**src/rtl/dsi_fifo_wr_arbiter_pkg.sv**
```systemverilog
// dsi_fifo_arb_pkg: shared FSM state type, tag constant and tag-word builder for the FIFO write arbiter.
package dsi_fifo_arb_pkg;

    typedef enum logic [1:0] {S_IDLE, S_TAG, S_DATA} arb_state_e;

    localparam logic [7:0] TAG_MAGIC = 8'hA5;

    // Wide enough for any legal DATA_W; callers truncate to their beat width.
    function automatic logic [63:0] tag_word(input int data_w, input logic [7:0] id);
        return (64'(TAG_MAGIC) << (data_w - 8)) | 64'(id);
    endfunction

endpackage

```
**src/rtl/dsi_fifo_wr_arbiter_if.sv**
```systemverilog
// dsi_fifo_wr_arbiter_if: requester streams plus FIFO write port shared by the arbiter and its environment.
interface dsi_fifo_wr_arbiter_if #(
    parameter int N_REQ  = 2,
    parameter int DATA_W = 32
);
    logic [N_REQ-1:0]        req_valid;
    logic [N_REQ*DATA_W-1:0] req_data;
    logic [N_REQ-1:0]        req_last;
    logic [N_REQ-1:0]        req_ready;
    logic                    fifo_wr_en;
    logic [DATA_W-1:0]       fifo_wr_data;
    logic                    fifo_wr_full;

    modport master (
        output req_valid, req_data, req_last, fifo_wr_full,
        input  req_ready, fifo_wr_en, fifo_wr_data
    );

    modport slave (
        input  req_valid, req_data, req_last, fifo_wr_full,
        output req_ready, fifo_wr_en, fifo_wr_data
    );
endinterface

```
**src/rtl/dsi_fifo_wr_arbiter_rr_picker.sv**
```systemverilog
// dsi_rr_picker: combinational round-robin winner search starting one past ptr.
module dsi_rr_picker #(
    parameter int N_REQ = 2,
    parameter int ID_W  = 1
) (
    input  logic [N_REQ-1:0] req,
    input  logic [ID_W-1:0]  ptr,
    output logic [ID_W-1:0]  win,
    output logic             any
);
    int best;

    assign any = |req;

    // Distance from ptr+1 (mod N_REQ); the nearest active requester wins.
    always_comb begin
        best = N_REQ;
        win  = ptr;
        for (int i = 0; i < N_REQ; i++) begin
            if (req[i] && ((i + N_REQ - 1 - int'(ptr)) % N_REQ) < best) begin
                best = (i + N_REQ - 1 - int'(ptr)) % N_REQ;
                win  = ID_W'(i);
            end
        end
    end
endmodule

```
**src/rtl/dsi_fifo_wr_arbiter.sv**
```systemverilog
// dsi_fifo_wr_arbiter: packet-granular round-robin arbiter feeding the sync FIFO write port.
// Define DSI_FIFO_ARB_TAG_EN to prefix every packet with a 0xA5/requester-id header word.
module dsi_fifo_wr_arbiter
    import dsi_fifo_arb_pkg::*;
#(
    parameter int N_REQ     = 2,
    parameter int DATA_W    = 32,
    parameter int MAX_BEATS = 256,
    localparam int ID_W     = (N_REQ > 1) ? $clog2(N_REQ) : 1,
    localparam int CNT_W    = $clog2(MAX_BEATS + 1)
) (
    input  logic                clk,
    input  logic                rst,
    dsi_fifo_wr_arbiter_if.slave bus,
    output logic [ID_W-1:0]     grant_id,
    output logic                busy,
    output logic                err_ovlen
);
`ifdef DSI_FIFO_ARB_TAG_EN
    localparam arb_state_e GRANT_ST = S_TAG;
`else
    localparam arb_state_e GRANT_ST = S_DATA;
`endif

    arb_state_e        state, state_nxt;
    logic [ID_W-1:0]   rr_ptr, win;
    logic              any_req, g_valid, g_last, accept, tag_wr, at_limit, pkt_end;
    logic [DATA_W-1:0] g_data, tag_data;
    logic [CNT_W-1:0]  beat_cnt;

    dsi_rr_picker #(.N_REQ(N_REQ), .ID_W(ID_W)) u_picker (
        .req (bus.req_valid),
        .ptr (rr_ptr),
        .win (win),
        .any (any_req)
    );

    always_comb begin
        g_valid = 1'b0;
        g_last  = 1'b0;
        g_data  = '0;
        for (int i = 0; i < N_REQ; i++) begin
            if (grant_id == ID_W'(i)) begin
                g_valid = bus.req_valid[i];
                g_last  = bus.req_last[i];
                g_data  = bus.req_data[i*DATA_W +: DATA_W];
            end
        end
    end

    assign accept   = (state == S_DATA) && g_valid && !bus.fifo_wr_full;
`ifdef DSI_FIFO_ARB_TAG_EN
    assign tag_wr   = (state == S_TAG) && !bus.fifo_wr_full;
`else
    assign tag_wr   = 1'b0;
`endif
    assign tag_data = DATA_W'(tag_word(DATA_W, 8'(grant_id)));
    assign at_limit = (beat_cnt == CNT_W'(MAX_BEATS - 1));
    assign pkt_end  = accept && (g_last || at_limit);
    assign busy     = (state != S_IDLE);

    // Write data is forced to zero whenever nothing is being written.
    always_comb begin
        bus.req_ready    = (state == S_DATA && !bus.fifo_wr_full) ? N_REQ'(1) << grant_id : '0;
        bus.fifo_wr_en   = accept | tag_wr;
        bus.fifo_wr_data = accept ? g_data : tag_wr ? tag_data : '0;
    end

    always_comb begin
        state_nxt = state;
        state_nxt = (state == S_IDLE) ? (any_req ? GRANT_ST : S_IDLE) :
                    (state == S_TAG)  ? (tag_wr ? S_DATA : S_TAG) :
                                        (pkt_end ? S_IDLE : S_DATA);
    end

    always_ff @(posedge clk or posedge rst) begin
        if (rst) begin
            state     <= S_IDLE;
            rr_ptr    <= ID_W'(N_REQ - 1);
            grant_id  <= '0;
            beat_cnt  <= '0;
            err_ovlen <= 1'b0;
        end else begin
            state <= state_nxt;
            if (state == S_IDLE && any_req) begin
                grant_id <= win;
                rr_ptr   <= win;
            end
            if (accept)
                beat_cnt <= pkt_end ? '0 : beat_cnt + 1'b1;
            // Hitting the limit without last truncates the packet; the rest re-arbitrates.
            if (accept && !g_last && at_limit)
                err_ovlen <= 1'b1;
        end
    end
endmodule
```
**src/flat_wrapper.sv**
```systemverilog
// flat-port wrapper written by rule: the top's interface ports become plain ports
module dsi_fifo_wr_arbiter_flat import dsi_fifo_arb_pkg::*;
#(
    parameter int N_REQ     = 2,
    parameter int DATA_W    = 32,
    parameter int MAX_BEATS = 256,
    localparam int ID_W     = (N_REQ > 1) ? $clog2(N_REQ) : 1,
    localparam int CNT_W    = $clog2(MAX_BEATS + 1)
)
  (clk, rst, grant_id, busy, err_ovlen, bus_req_valid, bus_req_data, bus_req_last, bus_fifo_wr_full, bus_req_ready, bus_fifo_wr_en, bus_fifo_wr_data);
  dsi_fifo_wr_arbiter_if #(.N_REQ(N_REQ), .DATA_W(DATA_W)) bus_i ();
  input  logic clk;
  input  logic rst;
  output logic [ID_W-1:0] grant_id;
  output logic busy;
  output logic err_ovlen;
  input wire logic [$bits(bus_i.req_valid)-1:0] bus_req_valid;
  input wire logic [$bits(bus_i.req_data)-1:0] bus_req_data;
  input wire logic [$bits(bus_i.req_last)-1:0] bus_req_last;
  input wire logic [$bits(bus_i.fifo_wr_full)-1:0] bus_fifo_wr_full;
  output wire logic [$bits(bus_i.req_ready)-1:0] bus_req_ready;
  output wire logic [$bits(bus_i.fifo_wr_en)-1:0] bus_fifo_wr_en;
  output wire logic [$bits(bus_i.fifo_wr_data)-1:0] bus_fifo_wr_data;
  assign bus_i.req_valid = bus_req_valid;
  assign bus_i.req_data = bus_req_data;
  assign bus_i.req_last = bus_req_last;
  assign bus_i.fifo_wr_full = bus_fifo_wr_full;
  assign bus_req_ready = bus_i.req_ready;
  assign bus_fifo_wr_en = bus_i.fifo_wr_en;
  assign bus_fifo_wr_data = bus_i.fifo_wr_data;
  dsi_fifo_wr_arbiter #(.N_REQ(N_REQ), .DATA_W(DATA_W), .MAX_BEATS(MAX_BEATS)) u_core (.clk(clk), .rst(rst), .bus(bus_i), .grant_id(grant_id), .busy(busy), .err_ovlen(err_ovlen));
endmodule
```
**config.mk**
```make
export PLATFORM = sky130hd
export DESIGN_NAME = dsi_fifo_wr_arbiter_flat
export DESIGN_NICKNAME = d
export VERILOG_FILES = /design/src/rtl/dsi_fifo_wr_arbiter_pkg.sv /design/src/rtl/dsi_fifo_wr_arbiter_if.sv /design/src/rtl/dsi_fifo_wr_arbiter_rr_picker.sv /design/src/rtl/dsi_fifo_wr_arbiter.sv /design/src/flat_wrapper.sv
export SDC_FILE = /design/constraint.sdc
export NUM_CORES = 1
export LEC_CHECK = 0
export BUFFER_PORTS_ARGS = -buffer_cell sky130_fd_sc_hd__buf_2
export CORE_ASPECT_RATIO = 0.8
export CORE_MARGIN = 5
export CORE_UTILIZATION = 38
export CTS_CLUSTER_SIZE = 24
export DETAILED_ROUTE_END_ITERATION = 6
export GPL_ROUTABILITY_DRIVEN = 0
export GPL_TIMING_DRIVEN = 1
export PLACE_DENSITY = 0.87
export SETUP_SLACK_MARGIN = 0.4
export SKIP_CTS_REPAIR_TIMING = 1
export SLEW_MARGIN = 10
export SYNTH_ARGS = -nofsm -noshare
export SYNTH_HDL_FRONTEND = slang
export SYNTH_SLANG_ARGS = --single-unit
```
**constraint.sdc**
```tcl
create_clock -name clk -period 2.29 [get_ports clk]
set_input_delay 0.458 -clock clk [delete_from_list [all_inputs] [get_ports clk]]
set_output_delay 0.458 -clock clk [all_outputs]
set_load 0.02 [all_outputs]
```
==> Yosys cells after proc, flatten, opt, wreduce, memory -nomap -nowiden <==
Cells that the tools add are included.
{ "classes": {"n_eq_ne": 3, "shift": 1, "order_cmp": 2, "bitwise_logic": 2, "mux": 13, "reduce_logical": 15, "add_sub_neg": 3} }
{ "ops": {"columns": ["operator", "n"], "rows": [
  ["$mux 32", 3],
  ["$lt 2x32->1", 1],
  ["$mux 2", 5],
  ["$add 9x1->9 const B", 1],
  ["$eq 9x8->1 const B", 1],
  ["$logic_and 1x1->1", 9],
  ["$mux 9", 1],
  ["$mux 1", 4],
  ["$lt 2x3->1 const B", 1],
  ["$sub 2x1->3 const A", 1],
  ["$and 1x1->1", 2],
  ["$eq 2x1->1 const B", 1],
  ["$eq 2x2->1 const B", 1],
  ["$logic_not 1->1", 2],
  ["$logic_not 2->1", 1],
  ["$reduce_bool 2->1", 1],
  ["$reduce_or 2->1", 1],
  ["$shl 1x1->2 const A", 1],
  ["$sub 1x1->2 const A", 1],
  ["$logic_or 1x1->1", 1]
]} }
{ "word_totals": {"word_cells": 44, "output_inout_bits": 38, "register_bits": 14} }

==> Depth between registers and ports, before layout <==
Gate-level depths: netlist of the first run.
{ "depth": {"word_depth": 8, "depth_mapped": 8, "depth_no_buf": 7} }

==> By module <==
From an unflattened synthesis of the first run, not the netlist that was laid out.
{ "unflattened": {"cells_unflattened": 148, "area_unflattened_um2": 1288.7} }
{ "modules_own_cells": {"columns": ["module", "n_inst", "area_each_um2", "cells_per_inst"], "rows": [
  ["dsi_fifo_wr_arbiter", 1, 1273.7, 145],
  ["dsi_rr_picker", 1, 15.0, 3]
]} }

==> Worst setup path after synthesis of the first run <==
No wires, ideal clock.
{ "synth_timing": {"path_kind": "input-to-output", "from": "input port bus_fifo_wr_full", "to": "output port bus_fifo_wr_data[10]", "t_arrival_ns": 1.674, "stages": 5, "setup_slack_ns": 0.158, "required_time_ns": 1.832, "cell_sequence": "or3b_1 or2_1 buf_6 buf_2 nor2_1"} }
{ "synth_via": {"elab_chain_len": 3} }
{ "synth_lines": {"columns": ["element", "line_no", "rtl"], "rows": [
  ["start: declaration", "flat_wrapper.sv:20", "input wire logic [$bits(bus_i.fifo_wr_full)-1:0] bus_fifo_wr_full;"],
  ["$logic_not 1->1", "dsi_fifo_wr_arbiter.sv:51", "assign accept = (state == S_DATA) && g_valid && !bus.fifo_wr_full;"],
  ["$logic_and 1x1->1", "dsi_fifo_wr_arbiter.sv:51", null],
  ["$mux 32", "dsi_fifo_wr_arbiter.sv:66", "bus.fifo_wr_data = accept ? g_data : tag_wr ? tag_data : '0;"],
  ["end: declaration", "flat_wrapper.sv:23", "output wire logic [$bits(bus_i.fifo_wr_data)-1:0] bus_fifo_wr_data;"]
]} }
No other way between the ends.

==> Worst setup path after layout of the first run <==
{ "layout_timing": {"from": "register u_core.state[0]", "to": "output port bus_fifo_wr_data[16]"} }
{ "layout_via": {"elab_chain_len": 4} }
{ "layout_lines": {"columns": ["element", "line_no", "rtl"], "rows": [
  ["start: declaration", "dsi_fifo_wr_arbiter.sv:25", "arb_state_e state, state_nxt;"],
  ["start signal: assignment", "dsi_fifo_wr_arbiter.sv:84", "state <= state_nxt;"],
  ["$eq 2x2->1", "dsi_fifo_wr_arbiter.sv:51", null],
  ["$logic_and 1x1->1 (2 in series)", "dsi_fifo_wr_arbiter.sv:51", null],
  ["$mux 32", "dsi_fifo_wr_arbiter.sv:66", null]
]} }
No other way between the ends.

==> results, run 1 <==
- The overall die height is 61.7 um.
- The first global-routing pass estimated 6.35 mm of wire.
- The commonest cells after synthesis are nor2_1, mux2i_1, dfrtp_1.
- The portion of the post-synthesis area used by sequential elements is 0.277.
- The post-synthesis average cell area is 8.47 um2.
- For this design the ratio of total power to cell area is between 800 and 900 mW/mm2.
- Summed over all cells, the static leakage comes to 1.23 nW.
- The count of antenna diodes in the layout is 0.
- The clock latency at the later pin of the worst-skew pair is 0.25 ns.
- The number of hold violations in the final report is 0.
- In this run the worst path has a maximum fanout of 8.
- The total power is 2.07 mW.
- The total nets after synthesis is 223.
- In this run the worst hold path is classified as primary input to async pin.
- The warning count from the yosys run is 0.
- The number of I/O port buffers is roughly 110.
- The number of different library cells used by synthesis comes to 31.
- The count of placed standard cells in the final layout, fillers left out is roughly 310.
- The clock tree from TritonCTS is built.
- The netlist area before placement is between 0.001 and 0.0015 mm2.
- The number of max-cap violations is 0.
- The die is 74.6 um wide.
- CTS built an H-tree with a depth of 1.
- The mean number of vias per cell is a little over 5.
- The via count of the first global-routing pass is 1,399.
- The data required time at the worst endpoint is about 1.8 ns.
- The critical path is of the flip-flop to primary output type.
- The area of the core is 0.00315 mm2.
- The post-layout minimum cycle time is 2.27 ns.
- The most common cell in the synthesized netlist is nor2_1.
- In this run the critical register-to-register path is captured at u_core.beat_cnt[7].
- The kind of end point of the critical path is a primary output.
- The most common flop cell mapped by yosys is dfrtp_1.
- The number of cells after detailed placement is approximately 300.
- The startpoint identified for the worst register-to-register timing path is u_core.beat_cnt[0].
- Measured against its own limit, the worst slew margin works out to 0.631.
- The final layout net count is about 340.
- The area of the die is roughly 0.0046 mm2.
- Measured in cells, the most critical reg-to-reg path has a length of 7.
- Based on the critical path, the design can be clocked at up to 440 MHz.
- The number of buffer and inverter instances along the worst setup path is 2.
- The signal on the critical path passes through or3b_4 -> or2_4 -> clkbuf_16 -> nor2_4 -> buf_6.
- Setup repair after global routing could not meet its margin everywhere.
- Across the routed clock network, the largest skew measured is 0.00398 ns.
- Dividing the final minimum period by the clock period gives 0.992.
- The synthesis-to-finish area growth is 95.3%.
- In the final routed layout, each cell accounts on average for 16.8 um.
- The final-report max-slew violation count came to 0.
- The clock slew seen by the registers of the worst setup and hold paths is 0.06 ns.
- The final antenna-violating net count is 0.
- For this run, the detailed router's first-pass iteration total came to 4.
- Summed over all instances, the cell type with the most area after synthesis is mux2i_1.
- The number of DRC markers in iteration 0 is 38.
- The number of primary I/O pins is 109.
- For this run, design rule violations remaining after detail routing come to 0.
- The worst-case vdd ir drop is ~0.58 mV.
- The placed instances occupy a cell area of 0.00212 mm2.
- The register-to-register path setup slack is 0.44 ns.
- Summing over every cut layer, the via total after detailed routing is 1,575.
- CTS placed an instance of clkbuf_8 at the clock tree root.
- Of all flip-flops after synthesis, the portion carrying an async set or reset was 1.00.
- The final layout contains routed wiring with a total length of 5.20 mm.
- The initial utilization of the core area, before any placement, comes to 0.403.
- The largest stage delay on the critical path is 0.40 ns.
- The overall routing resource usage is 0.177.
- On the critical path, the stage with the largest delay is an instance of dfrtp_1.
- Of the post-synthesis cell area, the dominant cell type holds 0.260.
- Setup violations remaining at the end of the flow were counted as 0.
- The cell count after synthesis is 150.
- Summing all non-filler instances in the final layout gives an area of roughly 0.0025 mm2.
- CTS saw 14 sinks.
- The HPWL after detailed placement is 3.78 mm.
- Entering global routing, the biggest net connects 27 pins.
- The clock passes through at most 2 buffers.
- After global routing the overflow that remains totals 0.
- Sorting the synthesized cells by area gives the leading types as mux2i_1, dfrtp_1, nor2_1.
- The kind of start point of the critical path is a flip-flop.
- The slew at the pin with the worst max-slew slack is 0.553 ns.
- The flip-flop and latch count after synthesis is 14.
- Clock tree synthesis inserted a total of 3 buffers.
- The number of antenna violations at the first check in global routing was 0.
- The total number of placement rows is 18.
- The number of flops mapped to enable cells by yosys is 0.
- Broken down by cell family, the worst path's largest delay share belongs to simple AND/OR/NAND/NOR gates.
- In the final layout, the share of cells above drive strength 1 is 0.673.
- The flow ran to the end, and the final reports show no timing, DRC or antenna violations.
- Data arrives at the worst endpoint at roughly 1.8 ns.
- The share of the core filled with cells in the final layout is 0.787.
final cells by class:
class                      instances  area, um2
clock buffer                       4       55.1
fill                             197        673
inverter                           6       35.0
multi-input combinational        120       1090
sequential                        14        353
tap                               40       50.0
timing repair buffer             125        896
cells in the final DEF (no fill, tap or decap), types with 3 or more instances in the layout:
cell	n
nor3_1	3
mux2i_1	33
nand2_1	6
nor2_4	33
and3_1	3
o21ai_0	3
buf_12	3
o21ai_2	4
buf_4	22
a311oi_1	3
o21ai_1	3
nand3_1	7
nor2_1	5
clkbuf_8	4
dfrtp_1	12
buf_6	24
buf_2	75
o31ai_2	4
inv_1	5
flip-flops by register name, summed over array words and instances (netlist names):
name and flops:
u_core.beat_cnt 9, u_core.state 2, u_core.err_ovlen 1, u_core.grant_id 1, u_core.rr_ptr 1
per-stage QoR:
stage	setup slack (ns)	hold slack, ns	TNS (ns)
4_1_cts	-0.0144	0.259	-0.143
6_report	0.0190	0.247	0
5_1_grt	-0.0248	0.314	-0.0588
3_3_place_gp	0.137	0.449	0
3_5_place_dp	0.128	0.455	0
2_1_floorplan	0.341	0.347	0
report_power, final:
part,internal (mW),switching [mW]
clock network,0.152,0.0905
logic,0.678,0.811
registers,0.299,0.0413
total,1.13,0.943
worst max-delay path by stage:
stage / startpoint / to / slack (ns) / depth (start not counted)
final: u_core.state[0] / bus_fifo_wr_data[16] / 0.02 / 5
after global routing: u_core.state[1] / bus_fifo_wr_data[16] / -0.02 / 5
after CTS: u_core.state[0] / bus_fifo_wr_data[10] / -0.01 / 5
after detailed placement: bus_fifo_wr_full / bus_fifo_wr_data[10] / 0.13 / 6
after global placement: bus_fifo_wr_full / bus_fifo_wr_data[18] / 0.14 / 6
after floorplan: bus_fifo_wr_full / bus_fifo_wr_data[10] / 0.34 / 5
worst register-to-register path, delay by kind of cell, from the launching register on:
family | cells | cell delay (ns)
AOI/OAI and AO/OA | 1 | 0.23
adders and majority gates | 2 | 0.42
DFF | 1 | 0.40
and+or+nand+nor | 4 | 0.71
routing by layer:
layer	up-vias	global-route usage	wire, um
li1	767	-	-
met1	734	0.199	1770
met2	64	0.343	2880
met3	10	0.0450	444
met4	0	0.0355	104
met5	-	0	0
kinds of logic (layout without fill, tap and decap cells):
group,after synthesis,count (layout),share of synthesized area
and+or+nand+nor,62,62,0.222
muxes,34,34,0.269
AOI/OAI and AO/OA,22,22,0.140
buffers and inverters,16,135,0.0729
DFF,14,14,0.277
adders and majority gates,2,2,0.0197
Power figures use the tool's default switching activity.
==> inputs of run 2 (changes only) <==
--- a/config.mk
+++ b/config.mk
@@ -7,16 +7,17 @@
 export LEC_CHECK = 0
 export BUFFER_PORTS_ARGS = -buffer_cell sky130_fd_sc_hd__buf_2
 export CORE_ASPECT_RATIO = 0.8
-export CORE_MARGIN = 5
-export CORE_UTILIZATION = 38
+export CORE_MARGIN = 1
+export CORE_UTILIZATION = 41
 export CTS_CLUSTER_SIZE = 24
 export DETAILED_ROUTE_END_ITERATION = 6
 export GPL_ROUTABILITY_DRIVEN = 0
 export GPL_TIMING_DRIVEN = 1
-export PLACE_DENSITY = 0.87
+export PLACE_DENSITY = 0.92
 export SETUP_SLACK_MARGIN = 0.4
 export SKIP_CTS_REPAIR_TIMING = 1
 export SLEW_MARGIN = 10
 export SYNTH_ARGS = -nofsm -noshare
 export SYNTH_HDL_FRONTEND = slang
 export SYNTH_SLANG_ARGS = --single-unit
+export TNS_END_PERCENT = 5
==> constraint.sdc (replaced) <==
create_clock -name clk -period 2.8 [get_ports clk]
set_input_delay 0.56 -clock clk [delete_from_list [all_inputs] [get_ports clk]]
set_output_delay 0.56 -clock clk [all_outputs]
set_load 0.02 [all_outputs]
==> results, run 2 (synthesis results as in run 1) <==
- The register-to-register path setup slack came to 0.79 ns (+0.35 ns).
- The run finished with clean final reports.
- The share of the core filled with cells in the final layout is 0.676 (-0.110).
- The arrival time at the worst endpoint is 1.81 ns (about the same).
- The terminus of the critical flop-to-flop path is u_core.beat_cnt[7].
- The maximum fanout count along the critical path is 32 (+24).
- By startpoint and endpoint, the worst setup path is classified as flip-flop to primary output.
- The fraction of the cycle the final worst path needs is 0.845.
- The sequential cell area in the final layout is 353 um2 (unchanged).
- The final routed wire length divided by cell count is 13.1 um (-22%).
- The via count of the first global-routing pass came to 1,434 (+2.5%).
- TritonCTS built the clock tree.
- The total DRC errors in the routed layout is 0 (unchanged).
- The class of the tightest hold or removal check is primary input to async pin.
- The worst setup slack before clock tree synthesis is 0.433 ns (+0.305 ns).
- The overall routing resource usage is 0.232 (+0.0551).
- The largest stage delay on the critical path is 0.41 ns (about the same).
- The launching point of the worst reg2reg path is u_core.beat_cnt[0].
- The final-report max-slew violation count is 0 (unchanged).
- The leakage component of the power came to 1.10 nW (-10%).
- The detailed-router iteration count before antenna repair is 5 (+1).
- The mean number of vias per cell is 5.00 (-1.9%).
- The post-layout minimum cycle time is 2.37 ns.
- The number of cell instances on the worst register-to-register path is 7 (unchanged).
- The maximum level of the CTS H-tree is 1 (unchanged).
- The sink count of the clock tree is 14 (unchanged).
- The final layout net count is 329 (-4.1%).
- The synthesis-to-finish area growth is 51.8%.
- The final antenna-violating net count is 0 (unchanged).
- The number of filler cells placed in the layout was 256 (+30%).
- Traced cell by cell, the critical path runs through or3b_4 -> or2_4 -> buf_12 -> nor2_1 -> buf_4.
- The number of setup violations in the final report is 0 (unchanged).
- The number of antenna violations at the first check in global routing is 0 (unchanged).
- The area of the core is 0.00285 mm2 (-9.6%).
- The slew at the pin with the worst max-slew slack is 0.531 ns (-0.0220 ns).
- The overall die height is 51.8 um (-16%).
- The number of cells after detailed placement is 289 (-1.4%).
- The clock tree buffer depth is 2 (unchanged).
- The worst setup margin is 0.433 ns (+0.414 ns).
- The number of I/O port buffers is 108 (unchanged).
- The area of the die is 0.00333 mm2 (-28%).
- The total area of multi-input combinational cells is 833 um2 (-24%).
- The aggregate negative setup slack was 0 ns (unchanged).
- The total number of placement rows came to 17 (-1).
- The clock slew seen by the registers of the worst setup and hold paths was 0.06 ns (about the same).
- The total length of routed wires is 3.85 mm (-26%).
- The total power divided by cell area is 676 mW/mm2 (-19%).
- The number of flip-flops in the largest register is 9 (unchanged).
- The initial core utilization came to 0.446 (+0.0428).
- The slowest stage of the critical path is the or3b_4 cell.
- The kind of end point of the critical path is a primary output.
- The number of hold violations in the final report is 0 (unchanged).
- The worst-case vdd ir drop is 0.544 mV (-5.9%).
- The most common library cell in the layout ignoring fill and taps is buf_2.
- The library cells used most frequently in the layout, excluding fill and tap cells, are buf_2, nor2_1, mux2i_1.
- The remaining global-route overflow was 0 (unchanged).
- Timing would allow up to 422 MHz.
- The count of antenna diodes in the layout is 0 (unchanged).
- The register with the most flip-flops is u_core.beat_cnt.
- The floorplan die width was 64.2 um (-14%).
- The count of placed standard cells in the final layout, fillers left out was 293 (-5.2%).
- The number of vias in the routed layout came to 1,465 (-7.0%).
- The number of primary I/O pins is 109 (unchanged).
- The number of max-cap violations was 0 (unchanged).
- The fraction of layout instances using a drive strength above 1 is 0.518 (-0.155).
- The kind of start point of the critical path is a flip-flop.
- Setup repair after global routing could not meet its margin everywhere.
- The clock skew after layout is 0.00162 ns (-0.00235 ns).
- The post-detailed-placement half-perimeter wirelength was 3.06 mm (-19%).
- The worst-case headroom to the max-slew limit is 0.646 (+0.0147).
- The data required time at the worst endpoint came to 2.24 ns (+0.41 ns).
- The largest registers in the layout are u_core.beat_cnt x9, u_core.state x2.
- The clock latency at the later pin of the worst-skew pair was 0.25 ns (about the same).
- The total clock buffers created by CTS is 3 (unchanged).
- The number of DRC markers in iteration 0 was 41 (+7.9%).
- Clock tree synthesis selected as its root buffer the cell clkbuf_8.
- The pin count of the biggest net entering global routing is 33 (+22%).
- The wire length of the first global-routing pass was 5.95 mm (-6.4%).
run 2: changes by cell type in the layout (fill, tap and decap cells not counted), sizes merged:
cell and delta:
buf -13, clkbuf -1
run 2: metrics by stage:
stage          cell area (um2)  hold slack (ns)  power [mW]
6_report                  1930            0.336        1.30
2_1_floorplan             1270            0.449       0.880
5_1_grt                   1930            0.386        1.39
4_1_cts                   1890            0.345        1.29
3_3_place_gp              1850            0.449        1.09
3_5_place_dp              1850            0.454        1.11
run 2: layout make-up:
class,count,share of cell area
clock buffers,4,0.0234
inverters,6,0.0182
multi-input cells,120,0.432
flip-flops and latches,14,0.183
well taps,38,0.0247
repair buffers,111,0.319
run 2: metal layers:
metal  vias up  share of wire  GRT usage  routed length, um
met4         0          0.025      0.122                 95
met2        59           0.53      0.433               2020
met1       659           0.38      0.237               1470
li1        736              -          -                  -
met5         -              0          0                  0
met3        11          0.068     0.0702                263
run 2: worst max-delay path by stage:
stage	startpoint	end	slack (ns)	depth (start not counted)
CTS	u_core.state[0]	bus_fifo_wr_data[26]	0.39	5
finish	u_core.state[0]	bus_fifo_wr_data[11]	0.43	5
detailed placement	bus_fifo_wr_full	bus_fifo_wr_data[26]	0.43	6
floorplan	bus_fifo_wr_full	bus_fifo_wr_data[10]	0.46	5
global route	u_core.state[0]	bus_fifo_wr_data[11]	0.38	5
global placement	bus_fifo_wr_full	bus_fifo_wr_data[15]	0.49	6
run 2: worst max-delay path, delay by kind of cell (launching register included):
kind	cells	cell delay, ns
simple gates	3	0.81
flops	1	0.40
buf+inv	2	0.32
run 2: report_power, final:
part / internal [mW] / switching, mW / total (mW)
combinational: 0.368 / 0.461 / 0.829
clock: 0.101 / 0.0756 / 0.177
sequential: 0.244 / 0.0536 / 0.298
total: 0.713 / 0.591 / 1.30
==> inputs of run 3 (changes only) <==
--- a/config.mk
+++ b/config.mk
@@ -8,12 +8,12 @@
 export BUFFER_PORTS_ARGS = -buffer_cell sky130_fd_sc_hd__buf_2
 export CORE_ASPECT_RATIO = 0.8
 export CORE_MARGIN = 1
-export CORE_UTILIZATION = 41
+export CORE_UTILIZATION = 38
 export CTS_CLUSTER_SIZE = 24
 export DETAILED_ROUTE_END_ITERATION = 6
 export GPL_ROUTABILITY_DRIVEN = 0
 export GPL_TIMING_DRIVEN = 1
-export PLACE_DENSITY = 0.92
+export PLACE_DENSITY = 0.87
 export SETUP_SLACK_MARGIN = 0.4
 export SKIP_CTS_REPAIR_TIMING = 1
 export SLEW_MARGIN = 10
==> constraint.sdc (replaced) <==
create_clock -name clk -period 2.4 [get_ports clk]
set_input_delay 0.48 -clock clk [delete_from_list [all_inputs] [get_ports clk]]
set_output_delay 0.48 -clock clk [all_outputs]
set_load 0.02 [all_outputs]
==> results, run 3 (synthesis results as in run 1) <==
- The flow ran to the end, and the final reports show no timing, DRC or antenna violations.
- The worst setup slack before clock tree synthesis came to 0.161 ns (-0.272 ns).
- The total clock buffers created by CTS is 3 (unchanged).
- The number of max-cap violations was 0 (unchanged).
- The clock tree buffer depth is 2 (unchanged).
- The leakage component of the power is 1.15 nW (+4.6%).
- The slew at the pin with the worst max-slew slack is 0.527 ns (-0.00367 ns).
- The sink count of the clock tree is 14 (unchanged).
- Setup repair after global routing could not meet its margin everywhere.
- The arrival time at the worst endpoint is 1.77 ns (-0.04 ns).
- The kind of end point of the critical path is a primary output.
- The data required time at the worst endpoint is 1.92 ns (-0.32 ns).
- The final layout net count is 334 (+1.5%).
- The number of flip-flops in the largest register is 9 (unchanged).
- The total length of routed wires is 4.11 mm (+6.7%).
- The number of vias in the routed layout came to 1,495 (+2.0%).
- The maximum fanout count along the critical path is 14 (-56%).
- The clock slew seen by the registers of the worst setup and hold paths was 0.06 ns (about the same).
- The mean number of vias per cell was 4.98 (-0.33%).
- The fraction of layout instances using a drive strength above 1 is 0.646 (+0.129).
- The overall routing resource usage is 0.213 (-0.0192).
- The number of I/O port buffers is 108 (unchanged).
- The area of the core came to 0.00313 mm2 (+9.8%).
- The wire length of the first global-routing pass is 5.73 mm (-3.6%).
- The final antenna-violating net count came to 0 (unchanged).
- The timing-limited maximum frequency is 445 MHz.
- The total power divided by cell area is 783 mW/mm2 (+16%).
- The worst setup path is of the flip-flop to primary output kind.
- The maximum level of the CTS H-tree is 1 (unchanged).
- Dividing the final minimum period by the clock period gives 0.937.
- The clock latency at the later pin of the worst-skew pair is 0.25 ns (about the same).
- The library cell used as clock root buffer is clkbuf_8.
- Leaving out fill and tap cells, the most frequent cell in the layout is buf_2.
- TritonCTS built the clock tree.
- The number of hold violations in the final report is 0 (unchanged).
- More flip-flops sit in one register than any other, and that register is u_core.beat_cnt.
- The post-layout minimum cycle time is 2.25 ns.
- From synthesis to final layout, the design area changed by 77.7%.
- The post-detailed-placement half-perimeter wirelength came to 3.20 mm (+4.7%).
- The clock skew after layout is 0.00359 ns (+0.00197 ns).
- The library cells used most frequently in the layout, excluding fill and tap cells, are buf_2, mux2i_1, nor2_4.
- The worst-case vdd ir drop is 0.475 mV (-13%).
- The number of primary I/O pins is 109 (unchanged).
- The number of antenna violations at the first check in global routing is 0 (unchanged).
- The remaining global-route overflow was 0 (unchanged).
- The worst-case headroom to the max-slew limit is 0.648 (+0.00245).
- The total DRC errors in the routed layout was 0 (unchanged).
- The pin count of the biggest net entering global routing is 38 (+15%).
- The detailed-router iteration count before antenna repair came to 4 (-1).
- The overall die height was 53.7 um (+3.7%).
- The total number of placement rows was 18 (+1).
- The final-report max-slew violation count is 0 (unchanged).
- The area of the die was 0.00358 mm2 (+7.6%).
- The worst setup margin came to 0.152 ns (-0.281 ns).
- The class of the tightest hold or removal check is primary input to async pin.
- The kind of start point of the critical path is a flip-flop.
- The number of DRC markers in iteration 0 is 24 (-41%).
- The initial core utilization is 0.406 (-0.0399).
- The floorplan die width came to 66.6 um (+3.8%).
- The count of antenna diodes in the layout is 0 (unchanged).
- The number of setup violations in the final report was 0 (unchanged).
- The via count of the first global-routing pass is 1,298 (-9.5%).
- The largest registers in the layout are u_core.beat_cnt x9, u_core.state x2.
- The final routed wire length divided by cell count is 13.7 um (+4.2%).
- The aggregate negative setup slack is 0 ns (unchanged).
run 3: path summary, 6_finish.rpt:
| path | start | endpoint | slack [ns] | cells after the start |
|---|---|---|---|---|
| worst max register to register | u_core.beat_cnt[0] | u_core.beat_cnt[3] | 0.37 | 7 |
| worst min register to register | u_core.err_ovlen | u_core.err_ovlen | 0.46 | 1 |
| worst min-delay path | rst | u_core.beat_cnt[4] | 0.26 | 2 |
| max in group asynchronous | rst | u_core.grant_id | 1.76 | 2 |
| worst max-delay path | u_core.state[0] | bus_fifo_wr_data[9] | 0.15 | 5 |
| min in group clk | u_core.err_ovlen | u_core.err_ovlen | 0.46 | 1 |
run 3: power by group:
part           internal (mW)  leakage, nW  switching [mW]  total [mW]
Sequential             0.285        0.183          0.0411       0.326
Combinational          0.517        0.948           0.721        1.24
Clock                  0.118       0.0228          0.0851       0.203
run 3: area by class of cell:
cell class	instances	area [um2]
inverter	6	35.0
tap	40	50.0
sequential	14	353
timing repair buffer	116	703
fill	236	873
multi-input combinational	120	1070
clock buffer	4	45.0
run 3: layer usage:
metal / GRT usage / share of wire / up-vias
met1: 0.257 / 0.41 / 683
met2: 0.375 / 0.51 / 55
met4: 0.0851 / 0.015 / 0
met5: 0 / 0 / -
li1: - / - / 748
met3: 0.0424 / 0.066 / 9
run 3: through the flow:
stage               hold slack, ns   util  area [um2]  instances  power (mW)
detailed placement           0.454  0.672        2100        292        1.50
global placement             0.448  0.672        2100        292        1.47
CTS                          0.274  0.687        2150        296        1.71
floorplan                    0.369      -        1560        150        1.26
global route                 0.306  0.721        2260        300        1.87
finish                       0.259  0.721        2260        300        1.77
run 3: critical path: stages, from the launching register on:
cell and delay (ns):
dfrtp_1 0.38, or3b_4 0.41, or2_4 0.31, buf_12 0.19, nor2_4 0.09, buf_4 0.14
